File: config.mk
export PLATFORM = sky130hd
export DESIGN_NAME = tlc_multi_phase_flat
export DESIGN_NICKNAME = d
export VERILOG_FILES = /design/src/rtl/tlc_pkg.sv /design/src/rtl/tlc_multi_phase_if.sv /design/src/rtl/tlc_tick_gen.sv /design/src/rtl/tlc_multi_phase.sv /design/src/flat_wrapper.sv
export SDC_FILE = /design/constraint.sdc
export NUM_CORES = 1
export LEC_CHECK = 0
export CAP_MARGIN = 15
export CORE_ASPECT_RATIO = 0.8
export CORE_MARGIN = 2
export CORE_UTILIZATION = 56
export CTS_CLUSTER_DIAMETER = 30
export DETAILED_ROUTE_END_ITERATION = 10
export PLACE_DENSITY = 0.79
export SYNTH_ARGS = -nofsm -noshare
export SYNTH_HDL_FRONTEND = slang
export SYNTH_SLANG_ARGS = --single-unit
File: constraint.sdc
create_clock -name clk -period 2.8 [get_ports clk]
set_input_delay 0.7 -clock clk [delete_from_list [all_inputs] [get_ports clk]]
set_output_delay 0.7 -clock clk [all_outputs]
set_load 0.1 [all_outputs]
File: src/rtl/tlc_pkg.sv
// rtl/tlc_pkg.sv - shared state encoding, phase index width and next-phase search for tlc_multi_phase
package tlc_pkg;

    localparam int PH_W = 2;

    typedef enum logic [1:0] {
        S_GREEN  = 2'b00,
        S_YELLOW = 2'b01,
        S_ALLRED = 2'b10
    } tlc_state_e;

    // First phase with demand, scanning cyclically from cur+1; cur itself is the last candidate.
    function automatic logic [PH_W-1:0] next_phase(input logic [3:0] dem,
                                                   input logic [PH_W-1:0] cur,
                                                   input int n);
        logic [PH_W-1:0] pick;
        logic            found;
        int              idx;
        pick  = cur;
        found = 1'b0;
        for (int k = 1; k <= n; k++) begin
            idx = (int'(cur) + k) % n;
            if (!found && dem[idx]) begin
                pick  = PH_W'(idx);
                found = 1'b1;
            end
        end
        return pick;
    endfunction

endpackage

File: src/rtl/tlc_multi_phase_if.sv
// rtl/tlc_multi_phase_if.sv - detector/lamp bundle for tlc_multi_phase; ped_req/walk only with TLC_PED_EN
interface tlc_multi_phase_if #(
    parameter int N_PHASES = 3
);
    import tlc_pkg::*;

    logic                ena;
    logic [N_PHASES-1:0] det;
    logic [N_PHASES-1:0] red;
    logic [N_PHASES-1:0] yel;
    logic [N_PHASES-1:0] grn;
    logic [PH_W-1:0]     active;
    logic [1:0]          st;
`ifdef TLC_PED_EN
    logic [N_PHASES-1:0] ped_req;
    logic [N_PHASES-1:0] walk;

    modport master (output ena, det, ped_req, input red, yel, grn, walk, active, st);
    modport slave  (input ena, det, ped_req, output red, yel, grn, walk, active, st);
`else
    modport master (output ena, det, input red, yel, grn, active, st);
    modport slave  (input ena, det, output red, yel, grn, active, st);
`endif

endinterface

File: src/rtl/tlc_tick_gen.sv
// rtl/tlc_tick_gen.sv - prescaler producing a one-cycle tick every PRESCALE enabled cycles
module tlc_tick_gen #(
    parameter int PRESCALE = 4
) (
    input  logic clk,
    input  logic rst_n,
    input  logic ena,
    input  logic restart,
    output logic tick
);
    localparam int            PW   = (PRESCALE > 1) ? $clog2(PRESCALE) : 1;
    localparam logic [PW-1:0] LAST = PW'(PRESCALE - 1);

    logic [PW-1:0] pc;

    assign tick = ena && (pc == LAST);

    always_ff @(posedge clk or negedge rst_n) begin
        if (!rst_n) begin
            pc <= '0;
        end else if (restart || tick) begin
            pc <= '0;
        end else if (ena) begin
            pc <= pc + 1'b1;
        end
    end

endmodule

File: src/rtl/tlc_multi_phase.sv
// rtl/tlc_multi_phase.sv - multi-phase actuated traffic light controller
// Optional pedestrian walk feature enabled by TLC_PED_EN.
module tlc_multi_phase
    import tlc_pkg::*;
#(
    parameter int N_PHASES  = 3,
    parameter int PRESCALE  = 4,
    parameter int CNT_W     = 8,
    parameter int GREEN_MIN = 5,
    parameter int GREEN_MAX = 12,
    parameter int YEL_T     = 3,
    parameter int ALLRED_T  = 2,
    parameter int WALK_T    = 4
) (
    input  logic             clk,
    input  logic             rst_n,
    tlc_multi_phase_if.slave bus
);
    // The counter must keep running past GREEN_MAX when a walk interval is longer.
    localparam int               CSAT     = (GREEN_MAX > WALK_T) ? GREEN_MAX : WALK_T;
    localparam logic [CNT_W-1:0] CSAT_C   = CNT_W'(CSAT);
    localparam logic [CNT_W:0]   GMIN_C   = (CNT_W + 1)'(GREEN_MIN);
    localparam logic [CNT_W:0]   GMAX_C   = (CNT_W + 1)'(GREEN_MAX);
    localparam logic [CNT_W:0]   YEL_C    = (CNT_W + 1)'(YEL_T);
    localparam logic [CNT_W:0]   ALLRED_C = (CNT_W + 1)'(ALLRED_T);

    tlc_state_e          state;
    tlc_state_e          state_nx;
    logic [CNT_W-1:0]    cnt;
    logic [CNT_W:0]      cnt_p1;
    logic [PH_W-1:0]     act;
    logic [PH_W-1:0]     nxt_ph;
    logic [N_PHASES-1:0] req;
    logic [N_PHASES-1:0] dem;
    logic [N_PHASES-1:0] act_oh;
    logic [N_PHASES-1:0] clr;
    logic [N_PHASES-1:0] red_nx;
    logic [N_PHASES-1:0] yel_nx;
    logic [N_PHASES-1:0] grn_nx;
    logic                tick;
    logic                leave;
    logic                enter_grn;
    logic                dem_other;
    logic                gmin_ok;
    logic                gmax_ok;

    tlc_tick_gen #(
        .PRESCALE(PRESCALE)
    ) u_tick (
        .clk    (clk),
        .rst_n  (rst_n),
        .ena    (bus.ena),
        .restart(leave),
        .tick   (tick)
    );

    assign cnt_p1    = {1'b0, cnt} + 1'b1;
    assign act_oh    = {{(N_PHASES - 1){1'b0}}, 1'b1} << act;
    assign leave     = (state_nx != state);
    assign enter_grn = (state != S_GREEN) && (state_nx == S_GREEN);
    assign nxt_ph    = next_phase(4'(dem), act, N_PHASES);
    assign clr       = enter_grn ? ({{(N_PHASES - 1){1'b0}}, 1'b1} << nxt_ph) : '0;
    assign dem_other = |(dem & ~act_oh);
    assign gmax_ok   = (cnt_p1 >= GMAX_C);

`ifdef TLC_PED_EN
    localparam int WMIN = (WALK_T + 1 > GREEN_MIN) ? WALK_T + 1 : GREEN_MIN;

    logic [N_PHASES-1:0] ped;
    logic [N_PHASES-1:0] walk_nx;
    logic                ped_grn;

    assign dem     = req | ped;
    assign gmin_ok = cnt_p1 >= (ped_grn ? (CNT_W + 1)'(WMIN) : GMIN_C);

    always_ff @(posedge clk or negedge rst_n) begin
        if (!rst_n) begin
            ped     <= '0;
            ped_grn <= 1'b0;
        end else begin
            ped <= (ped | bus.ped_req) & ~clr;
            if (enter_grn) begin
                ped_grn <= ped[nxt_ph];
            end
        end
    end

    always_comb begin
        walk_nx = '0;
        if (state == S_GREEN && ped_grn && cnt < CNT_W'(WALK_T)) begin
            walk_nx = act_oh;
        end
    end

    always_ff @(posedge clk or negedge rst_n) begin
        if (!rst_n) begin
            bus.walk <= '0;
        end else begin
            bus.walk <= walk_nx;
        end
    end
`else
    assign dem     = req;
    assign gmin_ok = (cnt_p1 >= GMIN_C);
`endif

    always_ff @(posedge clk or negedge rst_n) begin
        if (!rst_n) begin
            state <= S_ALLRED;
        end else begin
            state <= state_nx;
        end
    end

    always_comb begin
        state_nx = state;
        case (state)
            S_GREEN: begin
                if (tick && dem_other && ((gmin_ok && !bus.det[act]) || gmax_ok)) begin
                    state_nx = S_YELLOW;
                end
            end
            S_YELLOW: begin
                if (tick && cnt_p1 >= YEL_C) begin
                    state_nx = S_ALLRED;
                end
            end
            S_ALLRED: begin
                if (tick && cnt_p1 >= ALLRED_C) begin
                    state_nx = S_GREEN;
                end
            end
            default: state_nx = S_ALLRED;
        endcase
    end

    always_comb begin
        red_nx = '1;
        yel_nx = '0;
        grn_nx = '0;
        if (state == S_GREEN) begin
            grn_nx = act_oh;
            red_nx = ~act_oh;
        end else if (state == S_YELLOW) begin
            yel_nx = act_oh;
            red_nx = ~act_oh;
        end
    end

    // Requests latch until their phase enters green; the clear dominates a same-cycle set.
    always_ff @(posedge clk or negedge rst_n) begin
        if (!rst_n) begin
            cnt <= '0;
            act <= '0;
            req <= '0;
        end else begin
            req <= (req | bus.det) & ~clr;
            if (leave) begin
                cnt <= '0;
            end else if (tick && !(state == S_GREEN && cnt >= CSAT_C)) begin
                cnt <= cnt + 1'b1;
            end
            if (enter_grn) begin
                act <= nxt_ph;
            end
        end
    end

    always_ff @(posedge clk or negedge rst_n) begin
        if (!rst_n) begin
            bus.red    <= '1;
            bus.yel    <= '0;
            bus.grn    <= '0;
            bus.active <= '0;
            bus.st     <= S_ALLRED;
        end else begin
            bus.red    <= red_nx;
            bus.yel    <= yel_nx;
            bus.grn    <= grn_nx;
            bus.active <= act;
            bus.st     <= state;
        end
    end

endmodule

File: src/flat_wrapper.sv
// flat-port wrapper written by rule: the top's interface ports become plain ports
module tlc_multi_phase_flat import tlc_pkg::*;
#(
    parameter int N_PHASES  = 3,
    parameter int PRESCALE  = 4,
    parameter int CNT_W     = 8,
    parameter int GREEN_MIN = 5,
    parameter int GREEN_MAX = 12,
    parameter int YEL_T     = 3,
    parameter int ALLRED_T  = 2,
    parameter int WALK_T    = 4
)
  (clk, rst_n, bus_ena, bus_det, bus_red, bus_yel, bus_grn, bus_active, bus_st);
  tlc_multi_phase_if #(.N_PHASES(N_PHASES)) bus_i ();
  input  logic clk;
  input  logic rst_n;
  input wire logic [$bits(bus_i.ena)-1:0] bus_ena;
  input wire logic [$bits(bus_i.det)-1:0] bus_det;
  output wire logic [$bits(bus_i.red)-1:0] bus_red;
  output wire logic [$bits(bus_i.yel)-1:0] bus_yel;
  output wire logic [$bits(bus_i.grn)-1:0] bus_grn;
  output wire logic [$bits(bus_i.active)-1:0] bus_active;
  output wire logic [$bits(bus_i.st)-1:0] bus_st;
  assign bus_i.ena = bus_ena;
  assign bus_i.det = bus_det;
  assign bus_red = bus_i.red;
  assign bus_yel = bus_i.yel;
  assign bus_grn = bus_i.grn;
  assign bus_active = bus_i.active;
  assign bus_st = bus_i.st;
  tlc_multi_phase #(.N_PHASES(N_PHASES), .PRESCALE(PRESCALE), .CNT_W(CNT_W), .GREEN_MIN(GREEN_MIN), .GREEN_MAX(GREEN_MAX), .YEL_T(YEL_T), .ALLRED_T(ALLRED_T), .WALK_T(WALK_T)) u_core (.clk(clk), .rst_n(rst_n), .bus(bus_i));
endmodule
==> results of run 1 <==
## metal layers
| metal | part of all wire | track usage | wire length (microns) |
|---|---|---|---|
| met1 | 0.44 | 0.324 | 1630 |
| met4 | 0.014 | 0.0600 | 53 |
| met5 | 0 | 0 | 0 |
| met3 | 0.087 | 0.0631 | 320 |
| met2 | 0.46 | 0.311 | 1700 |
## layout make-up
| type | instances | area share |
|---|---|---|
| clock buffers | 7 | 0.0403 |
| multi-input cells | 140 | 0.462 |
| repair buffers | 23 | 0.0864 |
| well taps | 40 | 0.0234 |
| clock inverters | 1 | 0.0140 |
| flip-flops and latches | 30 | 0.353 |
| inverters | 12 | 0.0210 |
## critical path: stages, from the launching register on
cell,delay [ns]
dfrtp_1,0.48
ha_1,0.42
nand4_2,0.20
and4_1,0.25
o21ai_2,0.27
nor2_1,0.15
nor4_2,0.38
o21ba_1,0.20
## worst max path at each step
stage / endpoint / slack [ns] / depth (start not counted)
4_1_cts: u_core.act[1] / 0.34 / 7
6_report: u_core.act[1] / 0.34 / 7
3_5_place_dp: u_core.cnt[1] / 0.18 / 7
3_3_place_gp: u_core.cnt[1] / 0.21 / 7
5_1_grt: u_core.act[1] / 0.14 / 7
2_1_floorplan: u_core.act[1] / 0.51 / 9
## cell families (layout without fill, tap and decap cells)
family          Yosys count  in the layout  share of synthesized area
simple gates             74             74                      0.224
compound gates           44             44                      0.185
mux                       5              5                     0.0286
fa+ha+maj                10             10                     0.0681
flops                    30             30                      0.412
buf+inv                  21             43                     0.0490
xor+xnor                  7              7                     0.0334
## state kept, by name, summed over array words and instances, names as in the netlist
name	count
u_core.bus.grn	3
u_core.bus.st	2
u_core.act	2
u_core.u_tick.pc	2
u_core.cnt	8
u_core.bus.yel	3
u_core.state	2
u_core.dem	3
u_core.bus.active	2
u_core.bus.red	3
## cells in the mapped netlist (3+ instances only)
library cell	number	area [sq um]
and2_1	10	62.6
nand2_1	13	48.8
xor2_1	3	26.3
dfstp_2	5	131
inv_1	12	45.0
ha_1	10	125
nor2b_1	3	18.8
nand3_1	4	20.0
nor2_1	16	60.1
o21ai_0	8	40.0
clkbuf_1	4	15.0
nand2b_1	10	62.6
nor3_1	3	15.0
xnor2_1	4	35.0
buf_2	3	15.0
a21oi_1	9	45.0
dfrtp_1	25	626
mux2i_1	3	30.0
## metrics by stage
step	instance area (sq um)	hold slack (ns)	setup slack [ns]	util
floorplan	1840	0.353	0.508	-
global placement	2030	0.429	0.215	0.652
detailed placement	2030	0.439	0.177	0.652
CTS	2140	0.449	0.335	0.690
global route	2140	0.461	0.139	0.690
finish	2140	0.446	0.344	0.690
## power breakdown
| part | switching (mW) | total, mW | leakage, nW | internal (mW) |
|---|---|---|---|---|
| sequential | 0.115 | 0.697 | 0.367 | 0.582 |
| combinational | 0.997 | 1.44 | 0.528 | 0.446 |
| clock | 0.150 | 0.440 | 0.0585 | 0.290 |
==> impl_metrics.yaml, run 1 <==
status:
  outcome: "completed"
synthesis:
  synth-seq-area-share: 0.412
  syn_area_sq_um: 1840
  syn_inst: 191
  synth_fp_nets: 207
  ys.flop_type: "dfrtp_1"
  yosys.cell_types.count: 55
  synth_enable_flop_cells: 0
  synth_warnings: 0
  postSynth.asyncResetShare: 1.00
  avgSynthCellArea_sq_um: 9.62
  synth_seq_cells: 30
clock_tree:
  holdBufCountCts: 0
  cts_setup_buffers: 0
  clkSinkCount: 30
  tritoncts: "yes"
  clock_path_buffers: 2
  numCtsBuffers: 5
  path_clk_slew_ns: 0.06
  clkLatencyLatePin_ns: 0.28
  cts.htree.levels: 2
  cts-root-buf: "clkbuf_8"
  cts_resized: 0
floorplan:
  rows: 18
  num_io_pins: 19
  die_height_microns: 55.2
  fp.coreArea_sq_um: 3110
  start_util: 0.591
  die_w_microns: 68.0
  fp.dieArea_sq_um: 3760
critical_path:
  worstReg2RegStart: "u_core.cnt[1]"
  end_kind: "flip-flop"
  reg2regPathDepth: 7
  crit_start: "u_core.cnt[1]"
  cp.required_ns: 2.97
  r2r-end: "u_core.act[1]"
  cp.arrival_ns: 2.62
  startpoint_type: "flip-flop"
  criticalPathCategory: "reg -> reg"
  r2r_setup_slack_ns: 0.34
  cp_max_fo: 10
route:
  drt_wl_total_mm: 3.70
  dr.first_iter.drc_count: 109
  wire_per_inst_microns: 14.6
  first_pass_iters: 6
  drc: 0
  postRouteAntennaNets: 0
  dr_total_vias: 1487
  drt-vias-per-instance: 5.88
timing:
  final-setup-viol-count: 0
  slew_violations: 0
  relSlewSlack: 0.720
  fmax_mhz: 407
  finalHoldViolCount: 0
  rsz0062_at_grt: "false"
  min_period_ns: 2.46
  tightestPinTransition_ns: 0.418
  fin_crit_sh: 0.877
  clock_skew_ns: 0.00632
  fin_tns_setup_ns: 0
finish:
  drive_above_1_share: 0.207
  final_common_cell: "dfrtp_1"
  mostFrequentLayoutCells: "dfrtp_1, buf_4, nor2_1, nand2_1, inv_1"
  fin_nets: 228
  area.sequential_sq_um: 757
  multi_input_area_sq_um: 990
  final_cells: 253
  syn2layout_area_growth_pct: 16.7
  antenna_cells: 0
  fillerInstances: 227
grt:
  grt_max_degree: 31
  antenna_found_initial: 0
  first_global_vias: 1355
  overflow: 0
  grt_pass1_wl_mm: 6.29
  grt_usage: 0.219
power_and_ir_drop:
  ir_drop_mv: 0.682
  leakage_nw: 0.953
  powerDensity_nw_per_um2: 1200
  p_total_mw: 2.58
place:
  placed_cells: 245
  dp_hpwl_mm: 2.80
  gp_congestion: 0.827
  io_buffers: 18
min_path:
  hold_start: "u_core.state[1]"
  hold_path_depth: 0
  hold_class: "reg -> reg"
  whs_endpoint: "u_core.bus.st[1]"
run:
  max_cap_violations: 0
Note: power is estimated with default switching activity, not from simulation.
==> run 2, diff against run 1 <==
--- a/config.mk
+++ b/config.mk
@@ -12,6 +12,7 @@
 export CTS_CLUSTER_DIAMETER = 30
 export DETAILED_ROUTE_END_ITERATION = 10
 export PLACE_DENSITY = 0.79
+export SLEW_MARGIN = 20
 export SYNTH_ARGS = -nofsm -noshare
 export SYNTH_HDL_FRONTEND = slang
 export SYNTH_SLANG_ARGS = --single-unit
==> results of run 2 <==
Final layout, timing and power as in run 1 (identical DEF).
==> run 3, diff against run 2 <==
--- a/config.mk
+++ b/config.mk
@@ -6,12 +6,14 @@
 export NUM_CORES = 1
 export LEC_CHECK = 0
 export CAP_MARGIN = 15
+export CELL_PAD_IN_SITES_DETAIL_PLACEMENT = 0
+export CELL_PAD_IN_SITES_GLOBAL_PLACEMENT = 1
 export CORE_ASPECT_RATIO = 0.8
 export CORE_MARGIN = 2
-export CORE_UTILIZATION = 56
+export CORE_UTILIZATION = 44
 export CTS_CLUSTER_DIAMETER = 30
 export DETAILED_ROUTE_END_ITERATION = 10
-export PLACE_DENSITY = 0.79
+export PLACE_DENSITY_LB_ADDON = 0.1
 export SLEW_MARGIN = 20
 export SYNTH_ARGS = -nofsm -noshare
 export SYNTH_HDL_FRONTEND = slang
==> run 3 against run 2 <==
Net effect:
- clock skew shrank 0.0023 ns
- critical path depth increased by 1
- largest power group unchanged
- critical endpoint unchanged
- sequential cell count unchanged
- clock-buffer cell count decreased by 1
- sequential power decreased by 2%
- die area rose by 25%
- fmax is 2.6% higher
- worst setup slack better by 0.062 ns
- first-iteration DRC count shrank 27%
- total power shrank 1.8%
- final area increased by 0.23%
- register-to-register slack gained 0.06 ns
==> impl_metrics.yaml, run 3 (synthesis gave the netlist of run 1 again) <==
clock_tree:
  clock_path_buffers: 2
  holdBufCountCts: 0
  numCtsBuffers: 5
  cts.htree.levels: 2
  path_clk_slew_ns: 0.07
  tritoncts: "yes"
  cts-root-buf: "clkbuf_8"
  clkLatencyLatePin_ns: 0.28
  cts_setup_buffers: 0
  cts_resized: 0
  clkSinkCount: 30
min_path:
  hold_start: "u_core.state[1]"
  hold_class: "reg -> reg"
  whs_endpoint: "u_core.bus.st[1]"
  hold_path_depth: 0
critical_path:
  worstReg2RegStart: "u_core.act[0]"
  criticalPathCategory: "reg -> reg"
  end_kind: "flip-flop"
  r2r_setup_slack_ns: 0.41
  reg2regPathDepth: 8
  r2r-end: "u_core.act[1]"
  startpoint_type: "flip-flop"
  cp.arrival_ns: 2.61
  cp_max_fo: 9
  cp.required_ns: 3.02
status:
  outcome: "completed"
route:
  dr.first_iter.drc_count: 80
  drt_wl_total_mm: 3.89
  drc: 0
  drt-vias-per-instance: 5.51
  first_pass_iters: 4
  dr_total_vias: 1482
  postRouteAntennaNets: 0
  wire_per_inst_microns: 14.5
finish:
  drive_above_1_share: 0.215
  antenna_cells: 0
  final_common_cell: "dfrtp_1"
  mostFrequentLayoutCells: "dfrtp_1, buf_4, nor2_1, nand2_1, inv_1"
  syn2layout_area_growth_pct: 17.0
  largest_register_ffs: 8
  regMostFlops: "u_core.cnt"
  post-route-util: 0.550
  fin_nets: 229
  fillerInstances: 374
timing:
  slew_violations: 0
  rsz0062_at_grt: "false"
  tightestPinTransition_ns: 0.476
  clock_skew_ns: 0.00404
  fin_crit_sh: 0.855
  min_period_ns: 2.39
  fmax_mhz: 418
  finalHoldViolCount: 0
  relSlewSlack: 0.681
  setup_slack_ns: 0.406
  hold-worst-slack_ns: 0.448
  final-setup-viol-count: 0
  fin_tns_setup_ns: 0
floorplan:
  die_height_microns: 61.8
  fp.dieArea_sq_um: 4710
  rows: 20
  num_io_pins: 19
  die_w_microns: 76.2
  fp.coreArea_sq_um: 3900
  start_util: 0.471
power_and_ir_drop:
  ir_drop_mv: 0.526
  leakage_nw: 0.947
  p_sw_frac: 0.513
  combPwrFrac: 0.586
  p_clk_frac: 0.143
  sequentialPowerShare: 0.271
  intPower_mw: 1.23
  powerDensity_nw_per_um2: 1180
  switchingPower_mw: 1.30
grt:
  grt_pass1_wl_mm: 6.68
  grt_max_degree: 31
  overflow: 0
  first_global_vias: 1399
  grt_usage: 0.182
  antenna_found_initial: 0
place:
  dp_hpwl_mm: 2.88
  io_buffers: 18
  dp_slack_ns: 0.110
  gp_congestion: 0.838
run:
  max_cap_violations: 0
## run 3: power by group through the flow
stage,Clock [mW],Sequential [mW],Combinational (mW)
4_1_cts,0.371,0.686,1.49
5_1_grt,0.391,0.705,1.61
6_report,0.362,0.686,1.48
3_3_place_gp,0,0.689,1.44
3_5_place_dp,0,0.693,1.48
2_1_floorplan,0,1.13,0.711
## run 3: critical path: stages (launching register included)
cell	delay, ns
dfrtp_1	0.34
inv_1	0.09
ha_1	0.46
mux2_2	0.37
a222oi_1	0.36
nand2_1	0.09
a22oi_1	0.28
nor4_2	0.11
o21ba_1	0.22
## run 3: how the worst max path moves through the flow
stage / startpoint / to / slack, ns / cells after the start
4_1_cts: bus_det[2] / u_core.cnt[1] / 0.40 / 7
6_report: u_core.act[0] / u_core.act[1] / 0.41 / 8
2_1_floorplan: u_core.act[0] / u_core.act[1] / 0.51 / 9
3_3_place_gp: bus_det[2] / u_core.cnt[6] / 0.20 / 7
3_5_place_dp: bus_det[2] / u_core.cnt[1] / 0.11 / 7
5_1_grt: bus_det[2] / u_core.cnt[3] / 0.19 / 7
## run 3: through the flow
stage / instance area (sq um) / instances / power (mW)
5_1_grt: 2150 / 269 / 2.70
6_report: 2150 / 269 / 2.53
3_3_place_gp: 2050 / 261 / 2.13
4_1_cts: 2150 / 269 / 2.54
2_1_floorplan: 1840 / 191 / 1.84
3_5_place_dp: 2050 / 261 / 2.18
## run 3: layout make-up
type | count | area [sq um] | share of cell area
Timing Repair Buffer | 24 | 193 | 0.0897
Sequential cell | 30 | 757 | 0.352
Inverter | 12 | 45.0 | 0.0210
Tap cell | 55 | 68.8 | 0.0320
Clock inverter | 2 | 12.5 | 0.00582
Clock buffer | 6 | 82.6 | 0.0384
Multi-Input combinational cell | 140 | 990 | 0.461
## run 3: metal layers
| metal | vias to the layer above | wire length [microns] | track usage |
|---|---|---|---|
| met1 | 727 | 2000 | 0.253 |
| met2 | 30 | 1660 | 0.288 |
| met3 | 6 | 182 | 0.0434 |
| met4 | 0 | 38 | 0.0571 |
| met5 | - | 0 | 0 |
| li1 | 719 | - | - |
